<file path="src/rtl/mc_pkg.sv">
// Shared types and constants for the multicycle MIPS main controller:
// FSM states, ALU-decoder operation classes, opcode/funct fields and ALU codes.
package mc_pkg;

  typedef enum logic [3:0] {
    FETCH   = 4'd0,
    DECODE  = 4'd1,
    MEMADR  = 4'd2,
    MEMRD   = 4'd3,
    MEMWB   = 4'd4,
    MEMWR   = 4'd5,
    RTYPEEX = 4'd6,
    ALUWB   = 4'd7,
    BEQ     = 4'd8,
    IMMEX   = 4'd9,
    IMMWB   = 4'd10,
    JUMP    = 4'd11
  } mc_state_e;

  typedef enum logic [1:0] {
    ALUOP_ADD   = 2'b00,
    ALUOP_SUB   = 2'b01,
    ALUOP_FUNCT = 2'b10,
    ALUOP_IMM   = 2'b11
  } aluop_e;

  localparam logic [5:0] OP_LW    = 6'b100011;
  localparam logic [5:0] OP_SW    = 6'b101011;
  localparam logic [5:0] OP_RTYPE = 6'b000000;
  localparam logic [5:0] OP_BEQ   = 6'b000100;
  localparam logic [5:0] OP_ADDI  = 6'b001000;
  localparam logic [5:0] OP_ANDI  = 6'b001100;
  localparam logic [5:0] OP_ORI   = 6'b001101;
  localparam logic [5:0] OP_J     = 6'b000010;

  localparam logic [5:0] F_ADD = 6'b100000;
  localparam logic [5:0] F_SUB = 6'b100010;
  localparam logic [5:0] F_AND = 6'b100100;
  localparam logic [5:0] F_OR  = 6'b100101;
  localparam logic [5:0] F_SLT = 6'b101010;

  localparam logic [2:0] ALU_AND = 3'd0;
  localparam logic [2:0] ALU_OR  = 3'd1;
  localparam logic [2:0] ALU_ADD = 3'd2;
  localparam logic [2:0] ALU_SUB = 3'd6;
  localparam logic [2:0] ALU_SLT = 3'd7;

endpackage

</file>
<file path="src/rtl/mc_controller_if.sv">
// Controller <-> datapath bundle: instruction fields and zero flag in, control
// strobes/selects out, plus the FSM state as a debug observation point.
interface mc_controller_if;
  import mc_pkg::*;

  logic [5:0] op;
  logic [5:0] funct;
  logic       zero;
  logic       pcen;
  logic       iord;
  logic       memwrite;
  logic       irwrite;
  logic       regdst;
  logic       memtoreg;
  logic       regwrite;
  logic       alusrca;
  logic [1:0] alusrcb;
  logic       extop;
  logic [1:0] pcsrc;
  logic [2:0] alucontrol;
  logic       illegal;
  mc_state_e  state;

  // Controller side.
  modport master (
    input  op, funct, zero,
    output pcen, iord, memwrite, irwrite, regdst, memtoreg, regwrite,
           alusrca, alusrcb, extop, pcsrc, alucontrol, illegal, state
  );

  // Datapath side.
  modport slave (
    output op, funct, zero,
    input  pcen, iord, memwrite, irwrite, regdst, memtoreg, regwrite,
           alusrca, alusrcb, extop, pcsrc, alucontrol, illegal, state
  );

endinterface

</file>
<file path="src/rtl/mc_controller_alu_dec.sv">
// ALU decoder: maps the FSM's operation class plus op/funct to the 3-bit ALU
// code, and flags whether funct names a supported R-type operation.
module alu_dec
  import mc_pkg::*;
(
  input  aluop_e     aluop_i,
  input  logic [5:0] op_i,
  input  logic [5:0] funct_i,
  output logic [2:0] alucontrol_o,
  output logic       funct_valid_o
);

  logic [2:0] funct_alu;

  always_comb begin
    funct_alu     = ALU_ADD;
    funct_valid_o = 1'b1;
    case (funct_i)
      F_ADD:   funct_alu = ALU_ADD;
      F_SUB:   funct_alu = ALU_SUB;
      F_AND:   funct_alu = ALU_AND;
      F_OR:    funct_alu = ALU_OR;
      F_SLT:   funct_alu = ALU_SLT;
      default: funct_valid_o = 1'b0;
    endcase
  end

  always_comb begin
    alucontrol_o = ALU_ADD;
    case (aluop_i)
      ALUOP_ADD:   alucontrol_o = ALU_ADD;
      ALUOP_SUB:   alucontrol_o = ALU_SUB;
      ALUOP_FUNCT: alucontrol_o = funct_alu;
      ALUOP_IMM: begin
        // addi falls through to ADD; only the logical immediates change the op.
        if (op_i == OP_ANDI)     alucontrol_o = ALU_AND;
        else if (op_i == OP_ORI) alucontrol_o = ALU_OR;
      end
      default:     alucontrol_o = ALU_ADD;
    endcase
  end

endmodule

</file>
<file path="src/rtl/mc_controller.sv">
// Moore main control FSM for the multicycle MIPS datapath. Op/funct are decoded
// combinationally every cycle; they stay stable because IR loads only in FETCH.
module mc_controller
  import mc_pkg::*;
(
  input  logic          clk,
  input  logic          reset,
  mc_controller_if.master bus
);

  mc_state_e state_q, state_d;
  aluop_e    aluop;
  logic      pcwrite;
  logic      branch;
  logic      funct_valid;

  always_ff @(posedge clk or posedge reset) begin
    if (reset) state_q <= FETCH;
    else       state_q <= state_d;
  end

  alu_dec u_alu_dec (
    .aluop_i       (aluop),
    .op_i          (bus.op),
    .funct_i       (bus.funct),
    .alucontrol_o  (bus.alucontrol),
    .funct_valid_o (funct_valid)
  );

  always_comb begin
    state_d      = FETCH;
    aluop        = ALUOP_ADD;
    pcwrite      = 1'b0;
    branch       = 1'b0;
    bus.iord     = 1'b0;
    bus.memwrite = 1'b0;
    bus.irwrite  = 1'b0;
    bus.regdst   = 1'b0;
    bus.memtoreg = 1'b0;
    bus.regwrite = 1'b0;
    bus.alusrca  = 1'b0;
    bus.alusrcb  = 2'b00;
    bus.extop    = 1'b0;
    bus.pcsrc    = 2'b00;
    bus.illegal  = 1'b0;
    case (state_q)
      FETCH: begin
        bus.alusrcb = 2'b01;
        bus.irwrite = 1'b1;
        pcwrite     = 1'b1;
        state_d     = DECODE;
      end
      DECODE: begin
        // Branch target is precomputed into ALUOut here, whatever the op.
        bus.alusrcb = 2'b11;
        case (bus.op)
          OP_LW, OP_SW:               state_d = MEMADR;
          OP_RTYPE: begin
            if (funct_valid) state_d = RTYPEEX;
            else             bus.illegal = 1'b1;
          end
          OP_BEQ:                     state_d = BEQ;
          OP_ADDI, OP_ANDI, OP_ORI:   state_d = IMMEX;
          OP_J:                       state_d = JUMP;
          default:                    bus.illegal = 1'b1;
        endcase
      end
      MEMADR: begin
        bus.alusrca = 1'b1;
        bus.alusrcb = 2'b10;
        state_d     = (bus.op == OP_LW) ? MEMRD : MEMWR;
      end
      MEMRD: begin
        bus.iord = 1'b1;
        state_d  = MEMWB;
      end
      MEMWB: begin
        bus.memtoreg = 1'b1;
        bus.regwrite = 1'b1;
      end
      MEMWR: begin
        bus.iord     = 1'b1;
        bus.memwrite = 1'b1;
      end
      RTYPEEX: begin
        bus.alusrca = 1'b1;
        aluop       = ALUOP_FUNCT;
        state_d     = ALUWB;
      end
      ALUWB: begin
        bus.regdst   = 1'b1;
        bus.regwrite = 1'b1;
      end
      BEQ: begin
        bus.alusrca = 1'b1;
        aluop       = ALUOP_SUB;
        bus.pcsrc   = 2'b01;
        branch      = 1'b1;
      end
      IMMEX: begin
        bus.alusrca = 1'b1;
        bus.alusrcb = 2'b10;
        aluop       = ALUOP_IMM;
        bus.extop   = (bus.op == OP_ANDI) || (bus.op == OP_ORI);
        state_d     = IMMWB;
      end
      IMMWB: begin
        bus.regwrite = 1'b1;
      end
      JUMP: begin
        bus.pcsrc = 2'b10;
        pcwrite   = 1'b1;
      end
      default: state_d = FETCH;
    endcase
  end

  assign bus.pcen  = pcwrite | (branch & bus.zero);
  assign bus.state = state_q;

endmodule
</file>
<file path="src/flat_wrapper.sv">
// flat-port wrapper written by rule: the top's interface ports become plain ports
module mc_controller_flat import mc_pkg::*;
  (clk, reset, bus_op, bus_funct, bus_zero, bus_pcen, bus_iord, bus_memwrite, bus_irwrite, bus_regdst, bus_memtoreg, bus_regwrite, bus_alusrca, bus_alusrcb, bus_extop, bus_pcsrc, bus_alucontrol, bus_illegal, bus_state);
  mc_controller_if bus_i ();
  input  logic clk;
  input  logic reset;
  input wire logic [$bits(bus_i.op)-1:0] bus_op;
  input wire logic [$bits(bus_i.funct)-1:0] bus_funct;
  input wire logic [$bits(bus_i.zero)-1:0] bus_zero;
  output wire logic [$bits(bus_i.pcen)-1:0] bus_pcen;
  output wire logic [$bits(bus_i.iord)-1:0] bus_iord;
  output wire logic [$bits(bus_i.memwrite)-1:0] bus_memwrite;
  output wire logic [$bits(bus_i.irwrite)-1:0] bus_irwrite;
  output wire logic [$bits(bus_i.regdst)-1:0] bus_regdst;
  output wire logic [$bits(bus_i.memtoreg)-1:0] bus_memtoreg;
  output wire logic [$bits(bus_i.regwrite)-1:0] bus_regwrite;
  output wire logic [$bits(bus_i.alusrca)-1:0] bus_alusrca;
  output wire logic [$bits(bus_i.alusrcb)-1:0] bus_alusrcb;
  output wire logic [$bits(bus_i.extop)-1:0] bus_extop;
  output wire logic [$bits(bus_i.pcsrc)-1:0] bus_pcsrc;
  output wire logic [$bits(bus_i.alucontrol)-1:0] bus_alucontrol;
  output wire logic [$bits(bus_i.illegal)-1:0] bus_illegal;
  output wire logic [$bits(bus_i.state)-1:0] bus_state;
  assign bus_i.op = bus_op;
  assign bus_i.funct = bus_funct;
  assign bus_i.zero = bus_zero;
  assign bus_pcen = bus_i.pcen;
  assign bus_iord = bus_i.iord;
  assign bus_memwrite = bus_i.memwrite;
  assign bus_irwrite = bus_i.irwrite;
  assign bus_regdst = bus_i.regdst;
  assign bus_memtoreg = bus_i.memtoreg;
  assign bus_regwrite = bus_i.regwrite;
  assign bus_alusrca = bus_i.alusrca;
  assign bus_alusrcb = bus_i.alusrcb;
  assign bus_extop = bus_i.extop;
  assign bus_pcsrc = bus_i.pcsrc;
  assign bus_alucontrol = bus_i.alucontrol;
  assign bus_illegal = bus_i.illegal;
  assign bus_state = bus_i.state;
  mc_controller u_core (.clk(clk), .reset(reset), .bus(bus_i));
endmodule
</file>
<file path="config.mk">
export PLATFORM = sky130hd
export DESIGN_NAME = mc_controller_flat
export DESIGN_NICKNAME = d
export VERILOG_FILES = /design/src/rtl/mc_pkg.sv /design/src/rtl/mc_controller_if.sv /design/src/rtl/mc_controller_alu_dec.sv /design/src/rtl/mc_controller.sv /design/src/flat_wrapper.sv
export SDC_FILE = /design/constraint.sdc
export NUM_CORES = 1
export LEC_CHECK = 0
export BUFFER_PORTS_ARGS = -buffer_cell sky130_fd_sc_hd__buf_2
export CAP_MARGIN = 15
export CORE_AREA = 5 5 42 44
export DETAILED_ROUTE_END_ITERATION = 10
export DIE_AREA = 0 0 47 49
export PLACE_DENSITY_LB_ADDON = 0.2
export SKIP_CTS_REPAIR_TIMING = 1
export SLEW_MARGIN = 20
export SYNTH_ARGS = -nofsm -noshare
export SYNTH_HDL_FRONTEND = slang
export SYNTH_SLANG_ARGS = --single-unit
</file>
<file path="constraint.sdc">
create_clock -name clk -period 2.13 [get_ports clk]
set_input_delay 0.213 -clock clk [delete_from_list [all_inputs] [get_ports clk]]
set_output_delay 0.213 -clock clk [all_outputs]
set_load 0.005 [all_outputs]
</file>
==> results.json <==
{
  "mappedNetlistNets": 96,
  "finish.net_count": 137,
  "syn-cell-area_sq_um": 561,
  "post_route_cell_area_sq_um": 793,
  "grt_start_max_net_pins": 15,
  "number_of_global_route_vias_before_repair": 713,
  "first_iter_violations": 17,
  "ant_nets": 0,
  "timing.critical_path.max_delay_family": "simple AND/OR/NAND/NOR gates",
  "drive_gt1_share_pct": 39.2,
  "cp-end-kind": "output port",
  "clk_pin_slew_worst_paths_ps": 40,
  "crit_arrival_ps": 1630,
  "layout_worst_path_cycle_share_pct": 86.5,
  "finClkSkew_ps": 0.530,
  "timing.reg2reg.worst_path_depth": 5,
  "number_of_enable_flip_flop_cells_after_synthesis": 0,
  "cts_buffer_depth": 2,
  "die_h_microns": 49,
  "max-slew-margin-rel_pct": 74.3,
  "synthMostInstantiatedCell": "sky130_fd_sc_hd__nor2_1",
  "ratio_of_routed_vias_to_standard_cells": 5.40,
  "critPathMaxFanout": 4,
  "synth.top_cell.area_share_pct": 17.9,
  "floorplan.initialDensity_pct": 40.0,
  "synth_flop_cell": "sky130_fd_sc_hd__dfrtp_1",
  "run_status": "completed",
  "cts-root-buf": "sky130_fd_sc_hd__clkbuf_4",
  "floorplan.die_area_sq_mm": 0.00230,
  "timing.final.hold_violations": 0,
  "layout_area_growth_over_synthesis_pct": 41.5,
  "synth_cells": 81,
  "track_usage_pct": 16.8,
  "port_buffers": 35,
  "cts_tree": "yes",
  "avgSynthCellArea_sq_um": 6.92,
  "detailed_place.area_sq_um": 761,
  "grt_antenna_before_repair": 0,
  "worst-setup-path-type": "reg -> out",
  "pwr_density_cell_mw_per_mm2": 731,
  "numClockSinks": 4,
  "rows": 14,
  "worstHoldEndpoint": "u_core.bus.state[3]$_DFF_PP0_",
  "rsz0062_at_grt": "false",
  "timing.final.setup_violations": 0,
  "finalMaxSlewViolations": 0,
  "vias": 735,
  "ys_async_sr_fraction_pct": 100,
  "cts-buffers-inserted": 3,
  "post-route-drc-count": 0,
  "ys_seq_area_share_pct": 17.9,
  "count_of_pins_on_the_block_boundary": 36,
  "crit_required_ps": 1920,
  "synth_top_cells_by_area": "sky130_fd_sc_hd__dfrtp_1 18%, sky130_fd_sc_hd__a21oi_1 7.1%, sky130_fd_sc_hd__nor2_1 6.7%",
  "clk_latency_ps": 230,
  "path_buf_inv": 2,
  "critPathLaunchType": "register",
  "worstPathCellList": "nand2b_1 -> or4b_4 -> inv_2 -> a31o_1 -> buf_2",
  "dpl.hpwl_mm": 1.43,
  "hold_path_class": "in -> reg",
  "detail_route.wl_per_cell_microns": 12.8,
  "routabilityCongestion": 0.894,
  "leakage_nw": 0.416,
  "whs_path_depth": 4,
  "cap_viol_max_count": 0,
  "synth_commonest_cells": "10 x sky130_fd_sc_hd__nor2_1, 8 x sky130_fd_sc_hd__a21oi_1, 7 x sky130_fd_sc_hd__nand2_1",
  "fp.coreArea_sq_mm": 0.00140,
  "number_of_flip_flops_and_latches_in_the_synthesized_netlist": 4,
  "horizontal_extent_of_the_die_microns": 47,
  "grt_first_pass_wirelength_mm": 2.94,
  "crit_path_top_delay_cell": "sky130_fd_sc_hd__or4b_4",
  "cts_max_level": 1,
  "antenna_cells_inserted": 0,
  "ys_warn_count": 0,
  "worst_hold_start": "bus_op[4]",
  "largest_register_ffs": 4,
  "regToRegEndpoint": "u_core.bus.state[1]$_DFF_PP0_",
  "finalSetupTns_ps": 0,
  "finalWirelength_mm": 1.74,
  "max_stage_delay_ps": 540,
  "synth_cell_type_count": 37,
  "worst-slew-pin-transition_ps": 385,
  "grt_overflow": 0,
  "detailedRoute.firstPassIterationCount": 4,
  "ir_drop_uv": 285,
  "timing.final.crit_period_ps": 1840,
  "fmax_ghz": 0.543,
  "synth_area_leader_cell": "sky130_fd_sc_hd__dfrtp_1",
  "ff2ff_setup_slack_ps": 930,
  "crit-reg2reg-launch": "u_core.bus.state[2]$_DFF_PP0_"
}
-- layout make-up --
class	count	area [sq um]
clock buffers	3	22.5
fillers	152	608
inverters	6	22.5
multi-input cells	67	413
flip-flops and latches	4	100
well taps	16	20.0
repair buffers	40	215
-- worst register-to-register path, delay by kind of cell, from the launching register on --
| kind | cells | cell delay [ps] |
|---|---|---|
| AOI/OAI and AO/OA | 2 | 290 |
| buffers and inverters | 1 | 200 |
| DFF | 1 | 420 |
| and+or+nand+nor | 2 | 230 |
-- power breakdown --
| part | leakage [nW] | switching [mW] | total (mW) | internal (mW) |
|---|---|---|---|---|
| registers | 0.0531 | 0.0132 | 0.108 | 0.0946 |
| clock network | 0.0138 | 0.0311 | 0.0941 | 0.0630 |
| logic | 0.349 | 0.207 | 0.378 | 0.171 |
-- cell families (layout without fill, tap and decap cells) --
logic type                count (synthesis)  in the layout  synth area share, %
buffers and inverters                    10             49                 8.48
muxes                                     1              1                 1.79
xor gates and xnor gates                  1              1                 1.56
AOI/OAI and AO/OA                        24             24                 26.6
and+or+nand+nor                          41             41                 43.8
DFF                                       4              4                 17.9
-- metrics by stage --
| stage | hold slack [ps] | util (%) | instances | setup WS, ps | power (mW) |
|---|---|---|---|---|---|
| 5_1_grt | 364 | 56.6 | 136 | 185 | 0.647 |
| 4_1_cts | -150 | 55.9 | 135 | 278 | 0.584 |
| 6_report | 355 | 56.6 | 136 | 287 | 0.580 |
| 3_5_place_dp | 97.5 | 54.3 | 132 | 536 | 0.488 |
| 2_1_floorplan | -20.9 | - | 81 | 573 | 0.329 |
| 3_3_place_gp | 98.8 | 54.3 | 132 | 566 | 0.484 |
-- cells in the final DEF, fill, tap and decap left out, types with 2 or more instances in the layout --
cell / netlist / final
sky130_fd_sc_hd__buf_2: 2 / 35
sky130_fd_sc_hd__and3_1: 2 / 2
sky130_fd_sc_hd__a21oi_1: 8 / 8
sky130_fd_sc_hd__clkbuf_4: 0 / 3
sky130_fd_sc_hd__nand2_1: 7 / 7
sky130_fd_sc_hd__dfrtp_1: 4 / 4
sky130_fd_sc_hd__a31oi_1: 2 / 2
sky130_fd_sc_hd__nor2_1: 10 / 10
sky130_fd_sc_hd__nand3_1: 3 / 3
sky130_fd_sc_hd__nand2b_1: 3 / 3
sky130_fd_sc_hd__o21ai_0: 5 / 5
sky130_fd_sc_hd__nor3_1: 5 / 5
sky130_fd_sc_hd__buf_4: 0 / 4
sky130_fd_sc_hd__inv_1: 5 / 5
-- layer usage --
metal	global-route usage (%)	vias to the layer above	share of wire, %
met5	0	-	0
met1	19.6	328	41
met3	1.11	4	4.9
met2	27.8	23	51
met4	10.6	0	2.5
li1	-	380	-
-- worst max-delay path by stage --
stage / start / to / cells after the start
floorplan: u_core.bus.state[3]$_DFF_PP0_ / bus_alucontrol[2] / 5
CTS: u_core.bus.state[0]$_DFF_PP0_ / bus_alucontrol[2] / 5
finish: u_core.bus.state[0]$_DFF_PP0_ / bus_alucontrol[2] / 5
global placement: u_core.bus.state[0]$_DFF_PP0_ / bus_alucontrol[2] / 5
global route: u_core.bus.state[0]$_DFF_PP0_ / bus_alucontrol[2] / 5
detailed placement: u_core.bus.state[0]$_DFF_PP0_ / bus_alucontrol[2] / 5
Power figures use the tool's default switching activity.
